`config.mk`:
```
export PLATFORM = sky130hd
export DESIGN_NAME = if_stage
export DESIGN_NICKNAME = d
export VERILOG_FILES = /design/src/rtl/if_stage.sv
export SDC_FILE = /design/constraint.sdc
export NUM_CORES = 1
export LEC_CHECK = 0
export CORE_MARGIN = 2
export CORE_UTILIZATION = 43
export DETAILED_ROUTE_END_ITERATION = 7
export PLACE_DENSITY_LB_ADDON = 0.25
export SYNTH_ARGS = -nofsm -noshare
export SYNTH_HDL_FRONTEND = slang
export SYNTH_SLANG_ARGS = --single-unit
```
`constraint.sdc`:
```
create_clock -name clk -period 4.64 [get_ports clk]
set_input_delay 0.928 -clock clk [delete_from_list [all_inputs] [get_ports clk]]
set_output_delay 0.928 -clock clk [all_outputs]
set_load 0.01 [all_outputs]
```
`src/rtl/if_stage.sv`:
```
// Instruction fetch stage: one outstanding imem request, IF/ID register plus a one-entry hold
// buffer, and redirect handling that kills an in-flight response.
package if_stage_pkg;
  typedef struct packed {
    logic [31:0] ir;
    logic [31:0] ia_plus_4;
  } id_params_t;
endpackage

module if_stage
  import if_stage_pkg::*;
#(
  parameter logic [31:0] RESET_VECTOR = 32'h0000_0000
) (
  input  logic        clk,
  input  logic        rst_n,
  output logic        imem_req_valid,
  input  logic        imem_req_ready,
  output logic [31:0] imem_req_addr,
  input  logic        imem_rsp_valid,
  input  logic [31:0] imem_rsp_data,
  input  logic        redirect_valid,
  input  logic [31:0] redirect_addr,
  output logic        id_valid,
  input  logic        id_ready,
  output id_params_t  id_params
);

  typedef enum logic [1:0] {StFetch, StWait, StHold} state_e;

  state_e      state;
  logic [31:0] pc;
  logic [31:0] inflight_pc;
  logic [31:0] next_pc;
  logic        kill;
  id_params_t  hold_buf;
  logic        unused_redirect_lsb;

  assign next_pc             = inflight_pc + 32'd4;
  assign imem_req_valid      = rst_n && (state == StFetch) && !redirect_valid;
  assign imem_req_addr       = pc;
  assign unused_redirect_lsb = ^redirect_addr[1:0];

  always_ff @(posedge clk) begin
    if (!rst_n) begin
      state       <= StFetch;
      pc          <= RESET_VECTOR;
      inflight_pc <= '0;
      kill        <= 1'b0;
      id_valid    <= 1'b0;
      id_params   <= '0;
      hold_buf    <= '0;
    end else begin
      // Consumption clears the register unless a refill below overrides it.
      if (id_valid && id_ready) id_valid <= 1'b0;

      if (redirect_valid) begin
        pc       <= {redirect_addr[31:2], 2'b00};
        id_valid <= 1'b0;
        hold_buf <= '0;
        // A request still in flight must have its response dropped when it arrives.
        if (state == StWait && !imem_rsp_valid) begin
          kill  <= 1'b1;
          state <= StWait;
        end else begin
          kill  <= 1'b0;
          state <= StFetch;
        end
      end else begin
        unique case (state)
          StFetch: begin
            if (imem_req_valid && imem_req_ready) begin
              inflight_pc <= pc;
              state       <= StWait;
            end
          end
          StWait: begin
            if (imem_rsp_valid) begin
              state <= StFetch;
              if (kill) begin
                kill <= 1'b0;
              end else if (!id_valid || id_ready) begin
                id_params <= {imem_rsp_data, next_pc};
                id_valid  <= 1'b1;
                pc        <= next_pc;
              end else begin
                hold_buf <= {imem_rsp_data, next_pc};
                pc       <= next_pc;
                state    <= StHold;
              end
            end
          end
          StHold: begin
            if (id_ready) begin
              id_params <= hold_buf;
              id_valid  <= 1'b1;
              state     <= StFetch;
            end
          end
          default: state <= StFetch;
        endcase
      end
    end
  end

endmodule

```
# Yosys cells after proc, flatten, opt, wreduce, memory -nomap -nowiden
# Index checks and enable logic that the tools add are counted.
totals:
  elab_cells: 73
  in_bits: 70
  out_inout_bits: 98
  reg_bits: 196
classes:
  n_eq_ne: 10
  addsub: 1
  bitwise_logic: 4
  reduce_logical: 21
  n_mux: 27
ops:
  columns: ["op", "n"]
  rows:
  - ["64-bit two-way mux", 4]
  - ["32-bit two-way mux", 4]
  - ["64-bit case mux with 2 select lines", 1]
  - ["32-bit by 3-bit adder with 32-bit output, second input constant", 1]
  - ["2-bit two-way mux", 6]
  - ["3-bit AND reduction", 4]
  - ["1-bit two-way mux", 10]
  - ["2-bit inequality test, second input constant", 4]
  - ["3-bit inequality test, second input constant", 2]
  - ["2-bit case mux with 3 select lines", 1]
  - ["6-bit AND reduction", 1]
  - ["2-bit nonzero test", 3]
  - ["1-bit logical AND", 5]
  - ["1-bit NOT", 4]
  - ["4-bit AND reduction", 1]
  - ["1-bit zero test", 3]
  - ["3-bit by 2-bit inequality test with 1-bit output, second input constant", 1]
  - ["2-bit by 1-bit equality test with 1-bit output, second input constant", 1]
  - ["2-bit equality test, second input constant", 1]
  - ["2-bit zero test", 1]
  - ["2-bit by 1-bit inequality test with 1-bit output, second input constant", 1]
  - ["1-bit case mux with 2 select lines", 1]
  - ["2-bit AND reduction", 1]
  - ["2-bit OR reduction", 1]
  - ["1-bit logical OR", 1]

# Longest topological paths before layout
# Gate-level depths: netlist of run 1.
logic_depth:
  word_depth: 7
  ltp_mapped: 10
  mapped_depth_nobuf: 7

# Worst setup path after synthesis of run 1
# Ideal clock, no wire load.
synth_path:
  kind: "in2out"
  from: "in redirect_valid"
  to: "out imem_req_valid"
  required_ns: 3.712
  t_arrival_ns: 1.732
  path_buffers: 2
  path_stages: 4
  setup_slack_ns: 1.980
  cell_sequence: "clkbuf_1 nor2b_1 clkbuf_1 and2_1"
synth_between:
  elab_chain_len: 2
synth_rtl:
  columns: ["item", "line_no", "rtl"]
  rows:
  - ["start: declaration", "22", "input logic redirect_valid,"]
  - ["1-bit zero test", "40", "assign imem_req_valid = rst_n && (state == StFetch) && !redirect_valid;"]
  - ["1-bit logical AND", "40", null]
  - ["end: declaration", "17", "output logic imem_req_valid,"]
# No other way between the ends.

# Worst setup path after layout of run 1
layout_path:
  from: "in rst_n"
  to: "out imem_req_valid"
layout_between:
  elab_chain_len: 2
layout_rtl:
  columns: ["item", "line_no", "rtl"]
  rows:
  - ["start: declaration", "16", "input logic rst_n,"]
  - ["1-bit logical AND (2 in series)", "40", null]
# No other way between the ends.

==> key figures, run 1 <==
Run status
  • Run status: finished clean

Critical path
  • Worst reg2reg path depth: 7
  • CP startpoint: rst_n
  • CP Max Fanout: 2
  • FF-to-FF Start: state[1]
  • Startpoint class of the critical path: input pin
  • RR Endpoint: id_params[13]
  • Slowest cell on the critical path: clkdlybuf4s50_1
  • Critical Path AT: 2380 ps
  • Slowest stage delay, CP: 560 ps
  • R2r setup slk: 2120 ps
  • Data required, critical path: 3710 ps
  • WP buf/inv: 2
  • Most common cell on crit path: clkdlybuf4s50_1
  • CP Cell Sequence: clkdlybuf4s50_1 > nor2b_1 > and2_1 > clkdlybuf4s50_1
  • Setup crit end kind: output port
  • Crit Path Category: input pin to output port
  • Top Family by Delay on Critical Path: buffers and inverters

CTS
  • CTS root buf: clkbuf_16
  • Clk slew on worst S/H paths: 70 ps
  • CTS H-tree depth: 4
  • Maximum clock insertion buffer count: 2
  • Num CTS Buffers: 17
  • Post-CTS setup buffers: 0
  • CTS resizes: 0
  • Clock tree from TritonCTS: built
  • Hold buffers post-CTS: 0
  • Sink Count: 196
  • Worst skew pair latency: 430 ps

Synth
  • Main combinational cell family by area after synthesis: simple AND/OR/NAND/NOR gates
  • Post-synth top area share: 47.29%
  • Synth area leader: dfxtp_1
  • Async set-reset flop share out of synthesis: 0%
  • XOR/XNOR Fraction of Synth Area: 2.955%
  • Adder-cell share of the synthesized area: 0.7539%
  • Post-synth EDFFs: 0
  • Synth area leaders: dfxtp_1 47%, nand2_1 8.2%, a21oi_1 6.6%, mux2i_1 5.9%, a211oi_1 4.6%
  • YS warnings: 0
  • Compound-Gate Fraction of Synth Area: 17.88%
  • Register bit total from synthesis: 196
  • Post-synthesis sequential area ratio: 47.29%
  • Syn_nets: 1082
  • Syn avg cell area: 8.240 um^2
  • Syn Std Cell Area: 8298 um^2
  • Simple-gate area share of the yosys netlist: 20.67%
  • Synth Instances: 1007
  • Mux cell area share after synthesis: 6.046%
  • Main flop type after synthesis: dfxtp_1
  • Library cells used by synthesis: 47

Worst hold path
  • Hold Path Sink: id_params[6]
  • Hold Path Depth: 2
  • Hold Startpoint: id_params[6]
  • Hold WC Path Type: flop to flop

Global routing
  • Antenna violations before repair: 0
  • Maximum number of pins on one net before global-route repair: 84
  • GRT Util Overall: 22.07%
  • Grt ovf: 0
  • First-pass GRT wire length: 35.64 mm
  • Vias in the first global route: 6787

Die
  • IO Count: 168
  • Core Region: 18830 um^2
  • Site row count: 50
  • Total die area: 20420 um^2
  • Die width: 142.9 um
  • Die height: 142.9 um
  • Initial Util: 44.07%

Place
  • Port bufs: 165
  • Pre-CTS setup slack: 1311 ps
  • Placed wire-length estimate: 14.63 mm
  • RePlAce Congestion: 0.9134

Power
  • VDD IR max: 212.7 uV
  • P_leak: 3.413 nW
  • Combinational Power Share: 9.0%
  • Psw: 0.8381 mW
  • Reg power frac: 50.0%
  • Sw Share: 23.96%
  • Cell internal pwr: 2.660 mW
  • Power per cell area: 327.9 nW/um^2
  • Clock power frac: 41.0%

Timing
  • Setup WS post-layout: 1331 ps
  • Slew HR: 22.84%
  • Endpoints failing setup: 0
  • Final period utilization: 71.33%
  • Worst Skew: 14.02 ps
  • RSZ-0062 raised after global routing: no
  • Worst-margin pin slew: 1157 ps
  • Top achievable clock speed: 0.3022 GHz
  • Final hold vios: 0
  • Min cycle time layout: 3309 ps
  • Slew Limit Fails: 0
  • Setup TNS: 0 ps

Final layout
  • Antenna fix cells: 0
  • Ratio of cells with drive above 1 in the final layout: 5.018%
  • Commonest non-fill, non-tap cell in the layout: dfxtp_1
  • Commonest non-fill, non-tap cells in the layout: 196 x dfxtp_1, 181 x nand2_1, 164 x clkdlybuf4s50_1
  • Area Growth Syn to Fin: 28.54%
  • Post-layout nets: 1198

Drt
  • Post-route ant nets: 0
  • Routed via count: 7473
  • WL per Instance: 16.11 um
  • DRT Wirelength: 22.48 mm
  • Vias/cell: 5.353
  • DRT Pass-1 Iters: 6
  • First DRT Iteration DRCs: 520
  • DRC: 0

Flow run
  • Max-cap viol count: 0
-- worst max-delay path by stage --
stage | depth (start not counted) | end
after global placement | 5 | kill
final | 4 | imem_req_valid
after CTS | 4 | imem_req_valid
after floorplan | 4 | imem_req_valid
after global routing | 4 | imem_req_valid
after detailed placement | 4 | imem_req_valid
-- state kept, by name, indices dropped and copies added (netlist names) --
register / cells
id_params: 64
id_valid: 1
kill: 1
hold_buf: 64
inflight_pc: 32
imem_req_addr: 32
state: 2
-- cells in the mapped netlist, types with 3 or more instances --
master / number
xor2_1: 9
xnor2_1: 19
and4_1: 4
a31oi_1: 5
o221ai_1: 6
clkbuf_1: 64
dfxtp_1: 196
and2_1: 12
nand2_1: 181
nor4b_1: 5
nand4_1: 12
o22ai_1: 17
o21a_1: 3
o21ai_0: 41
buf_1: 7
nor4_1: 6
buf_2: 10
o31ai_1: 4
a21oi_1: 109
a211o_1: 7
nand2b_1: 4
and3_1: 3
a211oi_1: 51
nor2b_1: 4
nand3_1: 35
nor3_1: 15
mux2i_1: 49
nor2_1: 96
ha_1: 5
inv_1: 9
-- through the flow --
stage	std cells	area, um^2	total power, mW	hold WS (ps)	util, %
after CTS	1396	10670	3.530	453.5	56.64
after global placement	1364	10090	2.101	440.1	53.61
final	1396	10670	3.498	450.3	56.64
after global routing	1396	10670	3.626	466.3	56.64
after floorplan	1007	8298	1.931	436.0	-
after detailed placement	1364	10090	2.105	445.1	53.61
-- per-layer routing --
layer	vias up	share of wire [%]	track usage, %
met3	27	5.4	3.253
met5	-	0	0
met1	3490	44	29.57
li1	3731	-	-
met4	0	1.8	7.973
met2	225	48	36.26
-- final cells by class --
type | instances | area, um^2
timing repair buffer | 179 | 1764
clock inverter | 12 | 105.1
fill | 1719 | 8164
tap | 260 | 325.3
multi-input combinational | 718 | 4039
clock buffer | 20 | 466.7
sequential | 196 | 3924
inverter | 11 | 42.54
-- power groups by stage --
| stage | combinational, mW | sequential, mW | clock, mW |
|---|---|---|---|
| 2_1_floorplan | 0.135 | 1.80 | 0 |
| 3_3_place_gp | 0.315 | 1.79 | 0 |
| 3_5_place_dp | 0.318 | 1.79 | 0 |
| 4_1_cts | 0.319 | 1.75 | 1.46 |
| 5_1_grt | 0.344 | 1.75 | 1.53 |
| 6_report | 0.316 | 1.75 | 1.43 |
-- cells by family after synthesis --
family / Yosys count
and+or+nand+nor: 386
DFF: 196
xor gates and xnor gates: 28
buffers and inverters: 93
muxes: 50
adders and majority gates: 5
AOI/OAI and AO/OA: 249
-- worst register-to-register path, delay by kind of cell (launching register included) --
family | cells | cell delay [ps]
AND/OR/NAND/NOR | 2 | 1030
flip-flops | 1 | 350
AO/OA/AOI/OAI | 3 | 680
buffers and inverters | 1 | 110
adder cells (fa/ha/maj) | 1 | 300
No activity file was read; power rests on OpenSTA's default activity.
==> inputs of run 2 (changes only) <==
==> constraint.sdc (replaced) <==
create_clock -name clk -period 3 [get_ports clk]
set_input_delay 0.6 -clock clk [delete_from_list [all_inputs] [get_ports clk]]
set_output_delay 0.6 -clock clk [all_outputs]
set_load 0.01 [all_outputs]
==> run 2 against run 1 <==
  * Via count down 1.4%
  * Die area unchanged
  * Count of clock-buffer cells in the layout down 1
  * Non-clock buffer count up 9
  * Clock skew down 7.1 ps
  * Cell count up 0.64%
  * Utilization up 1.0 points
  * Total power up 65%
  * Critical endpoint unchanged
  * Setup slack worse by 980 ps
  * Largest power group unchanged
  * Register-to-register slack worse by 1500 ps
  * First-iteration DRC count down 3.3%
  * Sequential power up 54%
==> key figures, run 2 (synthesized netlist as in run 1, its figures left out) <==
Global routing
  • Maximum number of pins on one net before global-route repair: 66 (-21%)
  • Grt ovf: 0 (unchanged)
  • Vias in the first global route: 6828 (+0.60%)
  • Antenna violations before repair: 0 (unchanged)
  • GRT Util Overall: 22.29% (+0.22 points)
  • First-pass GRT wire length: 35.82 mm (+0.52%)

Timing
  • RSZ-0062 raised after global routing: no
  • Slew HR: 36.79% (+14 points)
  • Endpoints failing setup: 0 (unchanged)
  • Setup TNS: 0 ps (unchanged)
  • Top achievable clock speed: 0.3777 GHz
  • Slew Limit Fails: 0 (unchanged)
  • Worst Skew: 6.875 ps (-7.145 ps)
  • Worst-margin pin slew: 948.2 ps (-209.3 ps)
  • Hold Slack: 453.6 ps (+3.382 ps)
  • Final period utilization: 88.24%
  • Final hold vios: 0 (unchanged)
  • Min cycle time layout: 2647 ps

Critical path
  • Critical Path AT: 2050 ps (-330 ps)
  • Startpoint class of the critical path: input pin
  • Data required, critical path: 2400 ps (-1310 ps)
  • CP Max Fanout: 2 (unchanged)
  • Setup crit end kind: output port
  • Crit Path Category: input pin to output port

Drt
  • DRT Pass-1 Iters: 5 (-1)
  • WL per Instance: 16.04 um (-0.43%)
  • DRC: 0 (unchanged)
  • First DRT Iteration DRCs: 503 (-3.3%)
  • Post-route ant nets: 0 (unchanged)
  • Vias/cell: 5.243 (-2.0%)
  • Routed via count: 7367 (-1.4%)
  • DRT Wirelength: 22.53 mm (+0.21%)

Die
  • Initial Util: 44.07% (unchanged)
  • Core Region: 18830 um^2 (unchanged)
  • Die height: 142.9 um (unchanged)
  • Die width: 142.9 um (unchanged)
  • Total die area: 20420 um^2 (unchanged)
  • Site row count: 50 (unchanged)
  • IO Count: 168 (unchanged)

CTS
  • Clock tree from TritonCTS: built
  • CTS resizes: 0 (unchanged)
  • Post-CTS setup buffers: 0 (unchanged)
  • Maximum clock insertion buffer count: 2 (unchanged)
  • Num CTS Buffers: 17 (unchanged)
  • Hold buffers post-CTS: 0 (unchanged)
  • CTS H-tree depth: 4 (unchanged)
  • Clk slew on worst S/H paths: 70 ps (about the same)
  • CTS root buf: clkbuf_16
  • Worst skew pair latency: 430 ps (about the same)
  • Sink Count: 196 (unchanged)

Power
  • Power per cell area: 530.0 nW/um^2 (+62%)
  • VDD IR max: 406.4 uV (+91%)
  • P_leak: 3.511 nW (+2.9%)

Place
  • Placed Area: 10200 um^2 (+1.0%)
  • Post-Place Cells: 1373 (+0.66%)
  • Port bufs: 165 (unchanged)
  • Placed wire-length estimate: 14.92 mm (+2.0%)
  • RePlAce Congestion: 0.9226 (+1.0%)

Final layout
  • Post-route cell area: 10860 um^2 (+1.8%)
  • Fillers: 1716 (-0.17%)
  • Final Instance Count excl. Fillers: 1405 (+0.64%)
  • Post-layout nets: 1207 (+0.75%)
  • Antenna fix cells: 0 (unchanged)
  • Area Growth Syn to Fin: 30.91%
  • Commonest non-fill, non-tap cells in the layout: 196 x dfxtp_1, 181 x nand2_1, 164 x clkdlybuf4s50_1
  • Largest registers: hold_buf: 64 flops, id_params: 64 flops
  • Ratio of cells with drive above 1 in the final layout: 5.590% (+0.57 points)
  • Commonest non-fill, non-tap cell in the layout: dfxtp_1

Run status
  • Run status: finished clean

Flow run
  • Max-cap viol count: 0 (unchanged)

Worst hold path
  • Hold WC Path Type: flop to flop
==> run 2: changes by cell type in the layout (fill, tap and decap cells not counted), sizes merged <==
cell and delta:
clkinvlp -2, clkinv -2, bufinv +5, clkbuf -1
buf +9
==> run 2: area by class of cell <==
type / instances / area (um^2) / share of cell area, %
Sequential cell: 196 / 3924 / 36.12
Tap cell: 260 / 325.3 / 2.995
Clock buffer: 19 / 432.9 / 3.985
Inverter: 11 / 42.54 / 0.3916
Clock inverter: 13 / 230.2 / 2.119
Multi-Input combinational cell: 718 / 4039 / 37.18
Timing Repair Buffer: 188 / 1869 / 17.21
==> run 2: worst max-delay path, cell delays in order <==
cell and delay, ps:
clkdlybuf4s50_1 520, nor2b_1 170, and2_1 140, clkdlybuf4s50_1 610
==> run 2: final timing paths <==
path	from	end	slack (ps)	cells after the start
worst min-delay path	id_params[6]	id_params[6]	450	2
worst max register to register	state[1]	id_params[26]	630	7
worst max-delay path	rst_n	imem_req_valid	350	4
worst min register to register	id_params[6]	id_params[6]	450	2
==> run 2: through the flow <==
| stage | total power [mW] | setup WS [ps] | util (%) |
|---|---|---|---|
| 6_report | 5.757 | 352.7 | 57.69 |
| 3_3_place_gp | 3.255 | 242.7 | 54.17 |
| 5_1_grt | 5.947 | 340.6 | 57.69 |
| 4_1_cts | 5.793 | 347.1 | 57.69 |
| 2_1_floorplan | 2.987 | 946.8 | - |
| 3_5_place_dp | 3.261 | 217.2 | 54.17 |
==> run 2: metal layers <==
metal | GRT usage [%] | vias up | share of wire (%)
met3 | 3.421 | 32 | 4.4
met4 | 8.650 | 0 | 2.5
met5 | 0 | - | 0
met1 | 29.54 | 3407 | 45
met2 | 36.62 | 181 | 48
li1 | - | 3747 | -
==> run 2: power breakdown <==
group / leakage [nW] / internal (mW) / total (mW) / switching (mW)
Clock: 0.314 / 1.57 / 2.56 / 0.993
Sequential: 1.59 / 2.66 / 2.70 / 0.0441
Combinational: 1.61 / 0.250 / 0.495 / 0.245
